**config.mk**
```make
export PLATFORM = sky130hd
export DESIGN_NAME = uart_rx_ctrl
export DESIGN_NICKNAME = d
export VERILOG_FILES = /design/src/rtl/uart_rx_pkg.sv /design/src/rtl/uart_rx_bit_timer.sv /design/src/rtl/uart_rx_ctrl.sv
export SDC_FILE = /design/constraint.sdc
export NUM_CORES = 1
export LEC_CHECK = 0
export ABC_CLOCK_PERIOD_IN_PS = 11560
export BUFFER_PORTS_ARGS = -buffer_cell sky130_fd_sc_hd__buf_2
export CAP_MARGIN = 10
export CELL_PAD_IN_SITES_DETAIL_PLACEMENT = 1
export CELL_PAD_IN_SITES_GLOBAL_PLACEMENT = 1
export CORE_ASPECT_RATIO = 0.7
export CORE_MARGIN = 3
export CORE_UTILIZATION = 47
export DETAILED_ROUTE_END_ITERATION = 7
export PLACE_DENSITY_LB_ADDON = 0.08
export SYNTH_ARGS = -nofsm -noshare
export SYNTH_HDL_FRONTEND = slang
export SYNTH_HIERARCHICAL = 1
export SYNTH_SLANG_ARGS = --single-unit
```
**constraint.sdc**
```tcl
create_clock -name clk_i -period 11.56 [get_ports clk_i]
set_input_delay 0.578 -clock clk_i [delete_from_list [all_inputs] [get_ports clk_i]]
set_output_delay 0.578 -clock clk_i [all_outputs]
set_load 0.03 [all_outputs]
```
**src/rtl/uart_rx_pkg.sv**
```systemverilog
// Shared UART receiver types: frame states, minimum bit divisor, data-state helper.
package uart_rx_pkg;

  typedef enum logic [3:0] {
    IDLE       = 4'd0,
    START_BIT  = 4'd1,
    DATA_0     = 4'd2,
    DATA_1     = 4'd3,
    DATA_2     = 4'd4,
    DATA_3     = 4'd5,
    DATA_4     = 4'd6,
    DATA_5     = 4'd7,
    DATA_6     = 4'd8,
    DATA_7     = 4'd9,
    PARITY_BIT = 4'd10,
    STOP_BIT   = 4'd11
  } uart_rx_state_e;

  localparam int unsigned UART_RX_MIN_DIV = 4;

  // Bit position written while in DATA_n; only meaningful for the data states.
  function automatic logic [2:0] data_bit_idx(input uart_rx_state_e s);
    return 3'(4'(s) - 4'(DATA_0));
  endfunction

endpackage

```
**src/rtl/uart_rx_bit_timer.sv**
```systemverilog
// Bit-period counter: held at zero while cleared, otherwise counts up and pulses tick_o
// combinationally when the count equals limit_i, wrapping to zero on that cycle.
module uart_rx_bit_timer #(
  parameter int CNT_W = 16
) (
  input  logic             clk_i,
  input  logic             srst_i,
  input  logic             clr_i,
  input  logic [CNT_W-1:0] limit_i,
  output logic             tick_o
);

  logic [CNT_W-1:0] cnt_q, cnt_d;

  always_comb begin
    tick_o = !clr_i && (cnt_q == limit_i);
    cnt_d  = cnt_q + CNT_W'(1);
    if (clr_i || tick_o) begin
      cnt_d = '0;
    end
  end

  always_ff @(posedge clk_i) begin
    if (srst_i) begin
      cnt_q <= '0;
    end else begin
      cnt_q <= cnt_d;
    end
  end

endmodule

```
**src/rtl/uart_rx_ctrl.sv**
```systemverilog
// UART receiver: 8N1 / 8E1 / 8O1 framing, byte held with valid until accepted.
// A frame completing on unaccepted data overwrites it and pulses overrun_o.
module uart_rx_ctrl
  import uart_rx_pkg::*;
#(
  parameter int CLK_DIV_W = 16
) (
  input  logic                 clk_i,
  input  logic                 srst_i,
  input  logic                 rx_i,
  input  logic [CLK_DIV_W-1:0] clk_div_i,
  input  logic                 parity_en_i,
  input  logic                 parity_odd_i,
  output logic [7:0]           data_o,
  output logic                 data_valid_o,
  input  logic                 data_ready_i,
  output logic                 parity_err_o,
  output logic                 frame_err_o,
  output logic                 overrun_o,
  output uart_rx_state_e       state_o
);

  localparam logic [CLK_DIV_W-1:0] MIN_DIV = CLK_DIV_W'(UART_RX_MIN_DIV);

  uart_rx_state_e       state_q, state_d;
  logic                 rx_q;
  logic [7:0]           shift_q, shift_d;
  logic [CLK_DIV_W-1:0] div_q, div_d;
  logic                 par_en_q, par_en_d;
  logic                 par_err_q, par_err_d;
  logic [7:0]           data_q, data_d;
  logic                 vld_q, vld_d;
  logic                 perr_q, perr_d;
  logic                 ferr_q, ferr_d;
  logic                 ovr_q, ovr_d;

  logic                 tick;
  logic                 start_edge;
  logic [CLK_DIV_W-1:0] div_clamped;
  logic [CLK_DIV_W-1:0] limit;

  assign div_clamped = (clk_div_i < MIN_DIV) ? MIN_DIV : clk_div_i;
  assign start_edge  = (state_q == IDLE) && rx_q && !rx_i;
  // Half period in START_BIT so every later tick lands near mid-bit.
  assign limit       = (state_q == START_BIT) ? (div_q >> 1) - CLK_DIV_W'(1)
                                              : div_q - CLK_DIV_W'(1);

  uart_rx_bit_timer #(.CNT_W(CLK_DIV_W)) u_bit_timer (
    .clk_i   (clk_i),
    .srst_i  (srst_i),
    .clr_i   (state_q == IDLE),
    .limit_i (limit),
    .tick_o  (tick)
  );

  always_comb begin
    state_d   = state_q;
    shift_d   = shift_q;
    div_d     = div_q;
    par_en_d  = par_en_q;
    par_err_d = par_err_q;
    data_d    = data_q;
    perr_d    = perr_q;
    ferr_d    = ferr_q;
    ovr_d     = 1'b0;
    vld_d     = vld_q && !data_ready_i;

    case (state_q)
      IDLE: begin
        if (start_edge) begin
          state_d   = START_BIT;
          div_d     = div_clamped;
          par_en_d  = parity_en_i;
          par_err_d = 1'b0;
        end
      end
      START_BIT: begin
        if (tick) begin
          state_d = rx_i ? IDLE : DATA_0;
        end
      end
      PARITY_BIT: begin
        if (tick) begin
          par_err_d = ((^shift_q) ^ rx_i) != parity_odd_i;
          state_d   = STOP_BIT;
        end
      end
      STOP_BIT: begin
        if (tick) begin
          state_d = IDLE;
          data_d  = shift_q;
          perr_d  = par_en_q && par_err_q;
          ferr_d  = !rx_i;
          vld_d   = 1'b1;
          ovr_d   = vld_q && !data_ready_i;
        end
      end
      default: begin
        if (tick) begin
          shift_d[data_bit_idx(state_q)] = rx_i;
          if (state_q == DATA_7) begin
            state_d = par_en_q ? PARITY_BIT : STOP_BIT;
          end else begin
            state_d = uart_rx_state_e'(4'(state_q) + 4'd1);
          end
        end
      end
    endcase
  end

  always_ff @(posedge clk_i) begin
    if (srst_i) begin
      state_q   <= IDLE;
      rx_q      <= 1'b1;
      shift_q   <= '0;
      div_q     <= MIN_DIV;
      par_en_q  <= 1'b0;
      par_err_q <= 1'b0;
      data_q    <= '0;
      vld_q     <= 1'b0;
      perr_q    <= 1'b0;
      ferr_q    <= 1'b0;
      ovr_q     <= 1'b0;
    end else begin
      state_q   <= state_d;
      rx_q      <= rx_i;
      shift_q   <= shift_d;
      div_q     <= div_d;
      par_en_q  <= par_en_d;
      par_err_q <= par_err_d;
      data_q    <= data_d;
      vld_q     <= vld_d;
      perr_q    <= perr_d;
      ferr_q    <= ferr_d;
      ovr_q     <= ovr_d;
    end
  end

  assign data_o       = data_q;
  assign data_valid_o = vld_q;
  assign parity_err_o = perr_q;
  assign frame_err_o  = ferr_q;
  assign overrun_o    = ovr_q;
  assign state_o      = state_q;

endmodule
```
**Word level (Yosys, flattened, before mapping)**

Index checks and enable logic that the tools add are counted.

- Reductions and logical operators: 22
- Bitwise logic cells: 4
- Magnitude comparators: 3
- Equality and inequality tests: 10
- Add/sub/neg operators: 5
- Mux-type cells: 19

Operator list:

| operator | count |
|---|---|
| $mux 16 | 2 |
| $mux 4 | 6 |
| $add 16x1->16 const B | 1 |
| $eq 16x16->1 | 1 |
| $lt 16x3->1 const B | 1 |
| $pmux 4 s4 | 1 |
| $sub 15x1->16 const B | 1 |
| $sub 16x1->16 const B | 1 |
| $eq 4x4->1 const B | 3 |
| $bwmux 8 | 1 |
| $ne 2x2->1 const B | 4 |
| $reduce_xor 8->1 | 1 |
| $logic_and 1x1->1 | 6 |
| $mux 1 | 6 |
| $reduce_and 2->1 | 3 |
| $reduce_and 5->1 | 1 |
| $add 4x1->4 const B | 1 |
| $eq 4x1->1 const B | 1 |
| $logic_not 4->1 | 1 |
| $lt 3x4->1 const B | 1 |
| $reduce_bool 2->1 | 2 |
| $reduce_or 4->1 | 1 |
| $demux 1 s3 | 1 |
| $ge 3x1->1 const B | 1 |
| other kinds (11) | 15 |

- Input port bits: 22
- Register bits after elaboration: 59
- Output and inout bits: 16

**Longest topological paths before layout**

Gate-level depths: netlist of run 1.

- Depth in word-level cells: 6
- Mapped depth: 22
- Gate-level depth less buffers: 19

**Cells and area by module**

The synthesis of run 1 kept the hierarchy.

Modules (own cells, without submodules):

| module | instances | cells each | area an instance (um^2) |
|---|---|---|---|
| uart_rx_ctrl | 1 | 338 | 2529.9 |
| uart_rx_bit_timer | 1 | 103 | 918.4 |

**Least setup slack after synthesis of run 1**

Ideal clock, no wire load.

- Path type: reg-to-reg
- Start point: register state_q[1], in the netlist state_o[1]
- End point: register state_q[3], in the netlist state_o[3]
- Stages on the path, launching flop included: 21
- Library setup time: 0.132 ns
- Period minus slack after synthesis: 4.927 ns
- Path buffers: 3
- Arrival time: 4.794 ns
- Slack: 6.633 ns
- Cell sequence: dfxtp_1 -> inv_1 -> ha_1 -> nor3b_1 -> buf_2 -> buf_2 -> nor2_1 -> a21oi_1 -> ha_1 -> nand2b_1 -> or3_1 -> a211o_1 -> a21oi_1 -> xnor2_1 -> nand4_1 -> nor4_2 -> nor2b_1 -> clkbuf_1 -> a2bb2oi_1 -> a21bo_2 -> a21oi_1

- Cells in the longest elaborated chain, start to end: 6

Ends and longest elaborated chain:

| what | line | text |
|---|---|---|
| start, declared | uart_rx_ctrl.sv:25 | `uart_rx_state_e state_q, state_d;` |
| start signal, assigned | uart_rx_ctrl.sv:125 | `state_q <= state_d;` |
| $eq 4x1->1 * | uart_rx_ctrl.sv:45 | `assign limit = (state_q == START_BIT) ? (div_q >> 1) - CLK_DIV_W'(1)` |
| $mux 16 * | uart_rx_ctrl.sv:45 |  |
| net limit[0] | uart_rx_ctrl.sv:40 | `logic [CLK_DIV_W-1:0] limit;` |
| $eq 16x16->1 * | uart_rx_bit_timer.sv:16 | `tick_o = !clr_i && (cnt_q == limit_i);` |
| $logic_and 1x1->1 * | uart_rx_bit_timer.sv:16 |  |
| net tick | uart_rx_ctrl.sv:37 | `logic tick;` |
| $ne 2x2->1 (no line) or $reduce_bool 2->1 (tied branches) | -- |  |
| $reduce_and 5->1 (no line) * | -- |  |

The timed path passes the listed nets; every way through them passes the cells marked *. The select of a mux whose other input is x is not followed.
A chain may end at the register's enable or synchronous reset.

**Worst setup path after layout of run 1**

Same ends and word-level chain as after synthesis.

==> impl_metrics.json, run 1 <==
{
  "outcome": "finished, final reports clean",
  "cts_tree": "built",
  "yosys.area.top_type_share_pct": 34.25,
  "drt_first_pass_iters": 4,
  "row_count": 25,
  "ioPinCount": 38,
  "async_flop_share_pct": 0,
  "vias": 3171,
  "syn_avg_cell_area_um2": 7.819,
  "slew_viol_final": 0,
  "cts_resized": 0,
  "diodes": 0,
  "place_congestion": 0.8133,
  "routed-wl-met2_um": 3987,
  "slew_headroom_pct": 35.15,
  "synth_enable_flop_cells": 0,
  "dp.cells": 544,
  "path_class": "register to register",
  "hold_viol": 0,
  "timing.rr.end": "state_o[3]",
  "final-setup-viol-count": 0,
  "cts_root_buf": "clkbuf_8",
  "finalCritPeriodShare_pct": 47.58,
  "fin_total_pwr_uw": 759.1,
  "grt_pass1_wl_um": 16220,
  "crit_slowest_cell": "a2bb2oi_1",
  "initial_utilization_pct": 49.66,
  "cp_top_family": "simple AND/OR/NAND/NOR gates",
  "period_minus_slack_ns": 5.500,
  "max-cap-violations": 0,
  "leakage_uw": 0.001427,
  "r2r_start": "state_o[1]",
  "post_cts_buffers": 0,
  "drive_gt1_share_pct": 15.88,
  "critPathMaxStageDelay_ns": 0.66,
  "core-area_mm2": 0.006944,
  "clk_pin_slew_ns": 0.07,
  "cp_data_required_time_ns": 11.74,
  "final_cells": 560,
  "place_area_mm2": 0.003633,
  "worstSetupEndpointType": "register",
  "routedWlPerCell_um": 16.89,
  "seq_area_mm2": 0.001181,
  "r2r_cells": 18,
  "top_layer_used": "met4",
  "grt_overflow": 0,
  "tightestPinTransition_ns": 0.9727,
  "startpoint_type": "register",
  "synth_seq_cells": 59,
  "synth_cell_types": 65,
  "drt-initial-drc-count": 170,
  "fin_setup_tns_ns": 0,
  "rsz0062_at_grt": "no",
  "die_x_um": 108.4,
  "drt-total-wl_um": 9459,
  "path_buf_inv": 2,
  "syn_to_final_growth_pct": 12.92,
  "insertion_delay_ns": 0.33,
  "ys_seq_area_share_pct": 34.25,
  "wirelength_met1_um": 4956,
  "cts_hold_buf": 0,
  "hold_start": "parity_err_o",
  "cp_max_fo": 17,
  "io_buffers": 37,
  "synth_top_area_cell": "dfxtp_1",
  "dp_hpwl_um": 6701,
  "synth_nets": 469,
  "antenna_found_initial": 0,
  "hold_path_end": "parity_err_o",
  "die_h_um": 77.67,
  "fin_area_mm2": 0.003894,
  "path_common_cell": "a21oi_1",
  "multi_input_comb_area_mm2": 0.002093,
  "cts_buffer_depth": 2,
  "fin_nets": 489,
  "wl_met3_um": 441,
  "skew_ns": 0.004599,
  "synthesis.area_mm2": 0.003448,
  "max_freq_mhz": 181.8,
  "irDropWorstVdd_uv": 99.74,
  "hold-worst-slack_ns": 0.4526,
  "cts_made_buffers": 9,
  "ys.flop_type": "dfxtp_1",
  "hp-class": "register to register",
  "vias_per_cell": 5.663,
  "grt_pass1_vias": 3139,
  "synthTopCellsByCount": "nand2_1, dfxtp_1, a21oi_1",
  "path_cells": "inv_1, ha_1, or3b_1, nor2_1, a21oi_1, ha_1, nand2b_1, or3_1, a211o_1, a21oi_1, xnor2_1, nand4_1, nor4_2, buf_4, nor2b_1, a2bb2oi_1, a21bo_2, a21oi_1",
  "r2r_setup_slack_ns": 6.06,
  "cts_max_level": 3,
  "arrival_ns": 5.68,
  "yosysWarnings": 6,
  "synth_area_leaders": "dfxtp_1, xnor2_1, nand2_1",
  "grt_usage_pct": 24.27,
  "grt_max_degree": 46,
  "drc": 0,
  "yosysMostFrequentCell": "nand2_1",
  "fill_cells": 891,
  "cts_sinks": 59,
  "holdPathStages": 2,
  "pwr_density_cell_mw_per_mm2": 195.0,
  "dieArea_mm2": 0.008417,
  "synth_cells": 441,
  "final_antenna_net_count": 0
}
## cell usage in the layout (no fill, tap or decap), drive strengths merged, types with 3 or more instances in the layout
cell and n:
bufinv 3, nor3 22, or2 4, nand2b 5
nand3 23, xor2 3, ha 6, a21oi 43
nand4 9, nor2b 3, dfxtp 59, nand2 71
inv 11, nor2 35, buf 39, xnor2 36
mux2i 10, o21ai 9, clkbuf 12, a211oi 4
or4 4, nor4 9, or3 3, o211ai 3
nor3b 4, and2 3
## how the worst max path moves through the flow
stage          startpoint          end  cells after the start
6_report       state_o[1]   state_o[3]                     18
2_1_floorplan  state_o[1]   state_o[3]                     20
3_5_place_dp   state_o[0]  frame_err_o                     16
5_1_grt        state_o[1]   state_o[2]                     19
4_1_cts        state_o[1]   state_o[1]                     18
3_3_place_gp   state_o[0]   state_o[3]                     16
## state kept, by name, summed over array words and instances, names as in the netlist
name / flops
shift_q: 8
state_o: 4
par_err_q: 1
rx_q: 1
u_bit_timer/cnt_q: 16
overrun_o: 1
data_o: 8
par_en_q: 1
div_q: 16
data_valid_o: 1
frame_err_o: 1
parity_err_o: 1
## cell type report
class                      instances  share of cell area (%)
multi-input combinational        341                   53.76
sequential                        59                   30.33
timing repair buffer              39                   5.141
clock buffer                      12                   4.242
tap                               94                   3.021
clock inverter                     4                   2.442
inverter                          11                   1.060
## through the flow
stage	utilization [%]	setup slack (ns)
floorplan	-	6.633
global placement	52.32	6.573
detailed placement	52.32	6.246
CTS	56.07	6.147
global route	56.07	5.665
finish	56.07	6.060
## metal layers
metal | vias to the layer above | GRT usage, %
met5 | - | 0
met4 | 0 | 6.557
met3 | 8 | 4.988
met2 | 84 | 35.92
met1 | 1503 | 35.60
li1 | 1576 | -
## cells by family (layout without fill, tap and decap cells)
logic type	after synthesis	after routing	synth area share [%]
AO/OA/AOI/OAI	81	81	14.95
XOR/XNOR	39	39	9.906
adder cells (fa/ha/maj)	6	6	2.177
buffers and inverters	41	66	5.188
flip-flops	59	59	34.25
multiplexers	12	12	3.665
AND/OR/NAND/NOR	203	203	29.86
## power by group
group | total (uW) | switching (uW) | internal (uW)
logic | 268 | 167 | 101
registers | 245 | 28.6 | 216
clock network | 246 | 85.4 | 161
## tightest hold or removal path, stage by stage (launching register included)
cell,delay [ns]
dfxtp_1,0.31
nand2_1,0.05
a21oi_1,0.05
Note: power is estimated with default switching activity, not from simulation.
==> run 2, diff against run 1 <==
--- a/config.mk
+++ b/config.mk
@@ -5,14 +5,14 @@
 export SDC_FILE = /design/constraint.sdc
 export NUM_CORES = 1
 export LEC_CHECK = 0
-export ABC_CLOCK_PERIOD_IN_PS = 11560
+export ABC_CLOCK_PERIOD_IN_PS = 5050
 export BUFFER_PORTS_ARGS = -buffer_cell sky130_fd_sc_hd__buf_2
 export CAP_MARGIN = 10
 export CELL_PAD_IN_SITES_DETAIL_PLACEMENT = 1
 export CELL_PAD_IN_SITES_GLOBAL_PLACEMENT = 1
 export CORE_ASPECT_RATIO = 0.7
 export CORE_MARGIN = 3
-export CORE_UTILIZATION = 47
+export CORE_UTILIZATION = 39
 export DETAILED_ROUTE_END_ITERATION = 7
 export PLACE_DENSITY_LB_ADDON = 0.08
 export SYNTH_ARGS = -nofsm -noshare
==> constraint.sdc (replaced) <==
create_clock -name clk_i -period 5.05 [get_ports clk_i]
set_input_delay 0.2525 -clock clk_i [delete_from_list [all_inputs] [get_ports clk_i]]
set_output_delay 0.2525 -clock clk_i [all_outputs]
set_load 0.03 [all_outputs]
==> run 2 against run 1 <==
  * Final area is 1.9% higher
  * Critical path depth increased by 1
  * Worst hold slack worse by 0.28 ns
  * Flip-flop and latch count stayed put
  * Critical endpoint is now shift_q[1]
  * Die area grew 19%
  * Total power grew 130%
  * First-iteration DRC count shrank 7.6%
  * Global-route usage decreased by 4.8 points
  * Utilization is 9.5 points lower
  * Via count down 2.6%
  * Maximum frequency is 22% higher
  * Clock skew increased by 0.0011 ns
==> impl_metrics.json, run 2 (synthesis gave the netlist of run 1 again) <==
{
  "outcome": "finished, final reports clean",
  "path_class": "register to register",
  "max_freq_mhz": 222.1,
  "skew_ns": 0.005714,
  "grt_max_degree": 46,
  "cts_buffer_depth": 2,
  "leakage_uw": 0.001445,
  "pwr_density_cell_mw_per_mm2": 439.6,
  "ioPinCount": 38,
  "cts_max_level": 3,
  "final_cells": 589,
  "insertion_delay_ns": 0.33,
  "fin_area_mm2": 0.003968,
  "drive_gt1_share_pct": 16.63,
  "irDropWorstVdd_uv": 210.1,
  "grt_util_met3_pct": 4.377,
  "post_cts_buffers": 0,
  "final_common_cell": "nand2_1",
  "startpoint_type": "register",
  "grt-busiest-layer": "met1",
  "worstSetupEndpointType": "register",
  "cts_tree": "built",
  "mostFrequentLayoutCells": "nand2_1, dfxtp_1, a21oi_1, buf_2, xnor2_1",
  "place_congestion": 0.8480,
  "rsz0062_at_grt": "no",
  "core-area_mm2": 0.008513,
  "die_h_um": 84.67,
  "cp_max_fo": 10,
  "die_x_um": 118.4,
  "grt_use_met1_pct": 29.80,
  "cts_hold_buf": 0,
  "drt_first_pass_iters": 6,
  "cts_made_buffers": 9,
  "io_buffers": 37,
  "grt_overflow": 0,
  "dp.cells": 573,
  "row_count": 28,
  "antenna_found_initial": 0,
  "drt-initial-drc-count": 157,
  "grt_usage_pct": 19.47,
  "vias": 3087,
  "drc": 0,
  "dp_hpwl_um": 6742,
  "reg.largest.list": "div_q: 16 flops, u_bit_timer/cnt_q: 16 flops",
  "slew_headroom_pct": 33.86,
  "cp_data_required_time_ns": 5.23,
  "hp-class": "primary input to register",
  "critPathLaunch": "state_o[1]",
  "use_met2_pct": 26.91,
  "finalCritPeriodShare_pct": 89.15,
  "dieArea_mm2": 0.01002,
  "place_area_mm2": 0.003689,
  "endpoint": "shift_q[1]",
  "grt_pass1_wl_um": 15990,
  "syn_to_final_growth_pct": 15.06,
  "final-setup-viol-count": 0,
  "vias_per_cell": 5.241,
  "arrival_ns": 4.69,
  "fin_setup_tns_ns": 0,
  "max-cap-violations": 0,
  "r2r_setup_slack_ns": 0.55,
  "r2r_cells": 19,
  "diodes": 0,
  "cts_resized": 0,
  "clk_pin_slew_ns": 0.06,
  "grt_pass1_vias": 3124,
  "slew_viol_final": 0,
  "initial_utilization_pct": 40.51,
  "cts_sinks": 59,
  "drt-total-wl_um": 9198,
  "tightestPinTransition_ns": 0.9921,
  "routedWlPerCell_um": 15.62,
  "r2r_start": "state_o[1]",
  "hold_viol": 0,
  "final_antenna_net_count": 0,
  "cts_root_buf": "clkbuf_16",
  "fin_nets": 492,
  "timing.rr.end": "shift_q[1]",
  "period_minus_slack_ns": 4.502
}
run 2: cell count changes in the layout (fill, tap and decap cells not counted):
cell        change
buf_4           +3
bufinv_16       -3
clkbuf_16       +9
clkbuf_8       -12
clkinv_2        +1
clkinv_4        +2
clkinvlp_4      +1
dfxtp_1         -1
dfxtp_2         +1
inv_6           +2
run 2: power by group:
group          switching, uW  internal (uW)  leakage, uW
Combinational            379            242     0.000831
Clock                    229            334     0.000136
Sequential              62.8            497     0.000478
run 2: worst max-delay path: stages (launching register included):
cell	delay (ns)
dfxtp_1	0.40
inv_1	0.14
ha_1	0.24
nor3b_2	0.30
nor2_1	0.11
a21oi_1	0.27
ha_1	0.28
nand2b_1	0.16
or3_1	0.37
a211o_1	0.27
a21oi_1	0.18
xnor2_1	0.14
nand4_1	0.12
nor4_2	0.30
nor2b_1	0.17
buf_4	0.16
nor2b_1	0.29
nand4_1	0.20
mux2i_1	0.20
nor2_1	0.05
run 2: worst min path at each step:
stage,from,to,slack [ns],depth (start not counted)
after floorplan,parity_en_i,par_en_q,0.39,2
after global placement,parity_err_o,parity_err_o,0.44,2
after detailed placement,data_o[5],data_o[5],0.45,2
after CTS,parity_en_i,par_en_q,0.16,3
after global routing,parity_en_i,par_en_q,0.17,3
final,clk_div_i[13],div_q[13],0.17,3
run 2: through the flow:
step / hold WS, ns / utilization, % / setup slack [ns] / power (uW)
global placement: 0.4365 / 43.33 / 0.6527 / 1176
CTS: 0.1588 / 46.59 / 0.4989 / 1762
finish: 0.1684 / 46.60 / 0.5479 / 1744
floorplan: 0.3885 / - / 0.1234 / 1040
detailed placement: 0.4499 / 43.33 / 0.5315 / 1185
global route: 0.1658 / 46.60 / 0.04114 / 1872
run 2: cell type report:
class	count	area (um2)
clock buffers	9	225.2
repair buffers	42	222.7
multi-input cells	341	2093
clock inverters	7	52.55
fillers	1064	4546
well taps	120	150.1
flip-flops and latches	59	1182
inverters	11	41.29
run 2: metal layers:
| metal | vias up | wire (um) |
|---|---|---|
| li1 | 1590 | - |
| met1 | 1438 | 5308 |
| met2 | 52 | 3522 |
| met3 | 7 | 294 |
| met4 | 0 | 73 |
| met5 | - | 0 |
==> run 3, diff against run 2 <==
--- a/config.mk
+++ b/config.mk
@@ -12,10 +12,9 @@
 export CELL_PAD_IN_SITES_GLOBAL_PLACEMENT = 1
 export CORE_ASPECT_RATIO = 0.7
 export CORE_MARGIN = 3
-export CORE_UTILIZATION = 39
+export CORE_UTILIZATION = 40
 export DETAILED_ROUTE_END_ITERATION = 7
 export PLACE_DENSITY_LB_ADDON = 0.08
 export SYNTH_ARGS = -nofsm -noshare
 export SYNTH_HDL_FRONTEND = slang
-export SYNTH_HIERARCHICAL = 1
 export SYNTH_SLANG_ARGS = --single-unit
==> run 3 against run 2 <==
  * Flip-flop and latch count did not move
  * Sequential power fell by 7.0%
  * Final cell count rose by 9.2%
  * Non-clock buffer count rose by 3
  * Die area rose by 9.6%
  * Global-route usage rose by 4.7 points
  * Final area rose by 12%
  * Critical path depth fell by 6
  * Critical path type unchanged
  * Critical endpoint is now par_err_q
  * Largest power group is now the clock network
==> impl_metrics.json, run 3 <==
{
  "outcome": "finished, final reports clean",
  "max-cap-violations": 0,
  "grt_pass1_wl_um": 20290,
  "cts_root_buf": "clkbuf_16",
  "mostFrequentLayoutCells": "dfxtp_1, nand2_1, a21oi_1, nor2_1, buf_2",
  "core-area_mm2": 0.009289,
  "synthesis.area_mm2": 0.003899,
  "yosys.area.top_type_share_pct": 30.30,
  "r2r_cells": 13,
  "io_buffers": 37,
  "sw_frac_of_total_pct": 32.38,
  "holdPathStages": 3,
  "hold_path_end": "par_en_q",
  "hp-class": "primary input to register",
  "cp_max_fo": 14,
  "async_flop_share_pct": 0,
  "cts_made_buffers": 9,
  "period_minus_slack_ns": 4.547,
  "dieArea_mm2": 0.01099,
  "fin_nets": 542,
  "leakage_uw": 0.001593,
  "ys.flop_type": "dfxtp_1",
  "cp_data_required_time_ns": 5.28,
  "pwr_density_cell_mw_per_mm2": 338.8,
  "switchingPower_uw": 486.0,
  "cts_max_level": 3,
  "drt_first_pass_iters": 4,
  "antenna_found_initial": 0,
  "max_freq_mhz": 219.9,
  "dp_hpwl_um": 9287,
  "vias": 3799,
  "clk_pin_slew_ns": 0.06,
  "cell_internal_pwr_uw": 1015,
  "diodes": 0,
  "hold_viol": 0,
  "drive_gt1_share_pct": 15.99,
  "timing.rr.end": "par_err_q",
  "syn_avg_cell_area_um2": 7.908,
  "row_count": 29,
  "grt_max_degree": 49,
  "path_class": "register to register",
  "r2r_start": "state_o[0]",
  "cts_hold_buf": 0,
  "startpoint_type": "register",
  "comb_power_share_pct": 23.4,
  "grt_usage_pct": 24.12,
  "routedWlPerCell_um": 19.42,
  "hold-worst-slack_ns": 0.1591,
  "worstSetupEndpointType": "register",
  "final-setup-viol-count": 0,
  "vias_per_cell": 5.908,
  "rsz0062_at_grt": "no",
  "final_common_cell": "dfxtp_1",
  "synth_area_leaders": "dfxtp_1, xnor2_1, nand2_1",
  "post_cts_buffers": 0,
  "place_area_mm2": 0.004125,
  "r2r_setup_slack_ns": 0.50,
  "synth_top_area_cell": "dfxtp_1",
  "p_seq_share_pct": 34.6,
  "hold_start": "parity_en_i",
  "fin_setup_tns_ns": 0,
  "die_h_um": 88.60,
  "ioPinCount": 38,
  "arrival_ns": 4.77,
  "finalCritPeriodShare_pct": 90.04,
  "insertion_delay_ns": 0.33,
  "cts_buffer_depth": 2,
  "drt-initial-drc-count": 237,
  "yosysMostFrequentCell": "dfxtp_1",
  "synthTopCellsByCount": "dfxtp_1, nand2_1, a21oi_1",
  "drt-total-wl_um": 12490,
  "final_antenna_net_count": 0,
  "cts_tree": "built",
  "synth_enable_flop_cells": 0,
  "syn_to_final_growth_pct": 13.61,
  "initial_utilization_pct": 41.97,
  "irDropWorstVdd_uv": 162.9,
  "cts_sinks": 59,
  "synth_cell_types": 68,
  "die_x_um": 124,
  "synth_nets": 521,
  "skew_ns": 0.004348,
  "tightestPinTransition_ns": 0.8470,
  "synth_cells": 493,
  "drc": 0,
  "synth_seq_cells": 59,
  "reg.largest.list": "div_q: 16 flops, u_bit_timer.cnt_q: 16 flops",
  "grt_overflow": 0,
  "clkPwrFrac_pct": 41.9,
  "yosysWarnings": 0,
  "grt_pass1_vias": 3781,
  "place_congestion": 0.9337,
  "ys_seq_area_share_pct": 30.30,
  "slew_headroom_pct": 43.53,
  "fin_area_mm2": 0.004429,
  "slew_viol_final": 0,
  "cts_resized": 0
}
[run 3: kinds of logic after synthesis]
kind of cell	share of synthesized area [%]
AND/OR/NAND/NOR	31.26
AO/OA/AOI/OAI	18.04
flip-flops	30.30
buffers and inverters	5.231
XOR/XNOR	8.761
multiplexers	4.493
adder cells (fa/ha/maj)	1.925
[run 3: area by class of cell]
class | count | area [um2]
clock buffer | 11 | 242.7
tap | 124 | 155.1
clock inverter | 5 | 61.31
timing repair buffer | 45 | 245.2
sequential | 59 | 1181
multi-input combinational | 391 | 2514
fill | 1170 | 4860
inverter | 8 | 30.03
[run 3: power groups by stage]
stage / clock [uW] / sequential (uW) / combinational, uW
floorplan: 0 / 506 / 284
global placement: 0 / 527 / 334
detailed placement: 0 / 529 / 344
CTS: 640 / 518 / 347
global route: 664 / 523 / 385
finish: 629 / 520 / 352
[run 3: layer usage]
layer	track usage, %	wire length [um]	up-vias
met1	35.97	6559	1886
li1	-	-	1811
met4	6.759	184	0
met5	0	0	-
met3	4.984	517	16
met2	35.02	5227	86
[run 3: worst max path at each step]
stage,cells after the start,to,slack (ns),start
global placement,13,par_err_q,0.74,state_o[0]
floorplan,16,par_err_q,0.62,state_o[1]
finish,13,par_err_q,0.50,state_o[0]
global route,13,par_err_q,0.15,state_o[0]
CTS,13,par_err_q,0.51,state_o[0]
detailed placement,13,par_err_q,0.53,state_o[0]
[run 3: per-stage QoR]
step                      setup slack, ns  instances  total power (uW)  utilization (%)
final                              0.5031        643              1501            47.68
after CTS                          0.5078        643              1506            47.68
after global routing               0.1503        643              1572            47.68
after floorplan                    0.6240        493             789.8                -
after global placement             0.7377        627             861.4            44.41
after detailed placement           0.5333        627             872.8            44.41
[run 3: worst max-delay path, stage by stage (launching register included)]
cell and delay (ns):
dfxtp_1 0.56, ha_1 0.26, nor3b_2 0.37, mux2i_1 0.32, ha_1 0.30, or4b_2 0.65
or2_2 0.30, o211ai_1 0.20, xor2_1 0.13, nor4_1 0.36, nand4_1 0.13, buf_4 0.21
or4_1 0.53, o211a_1 0.12
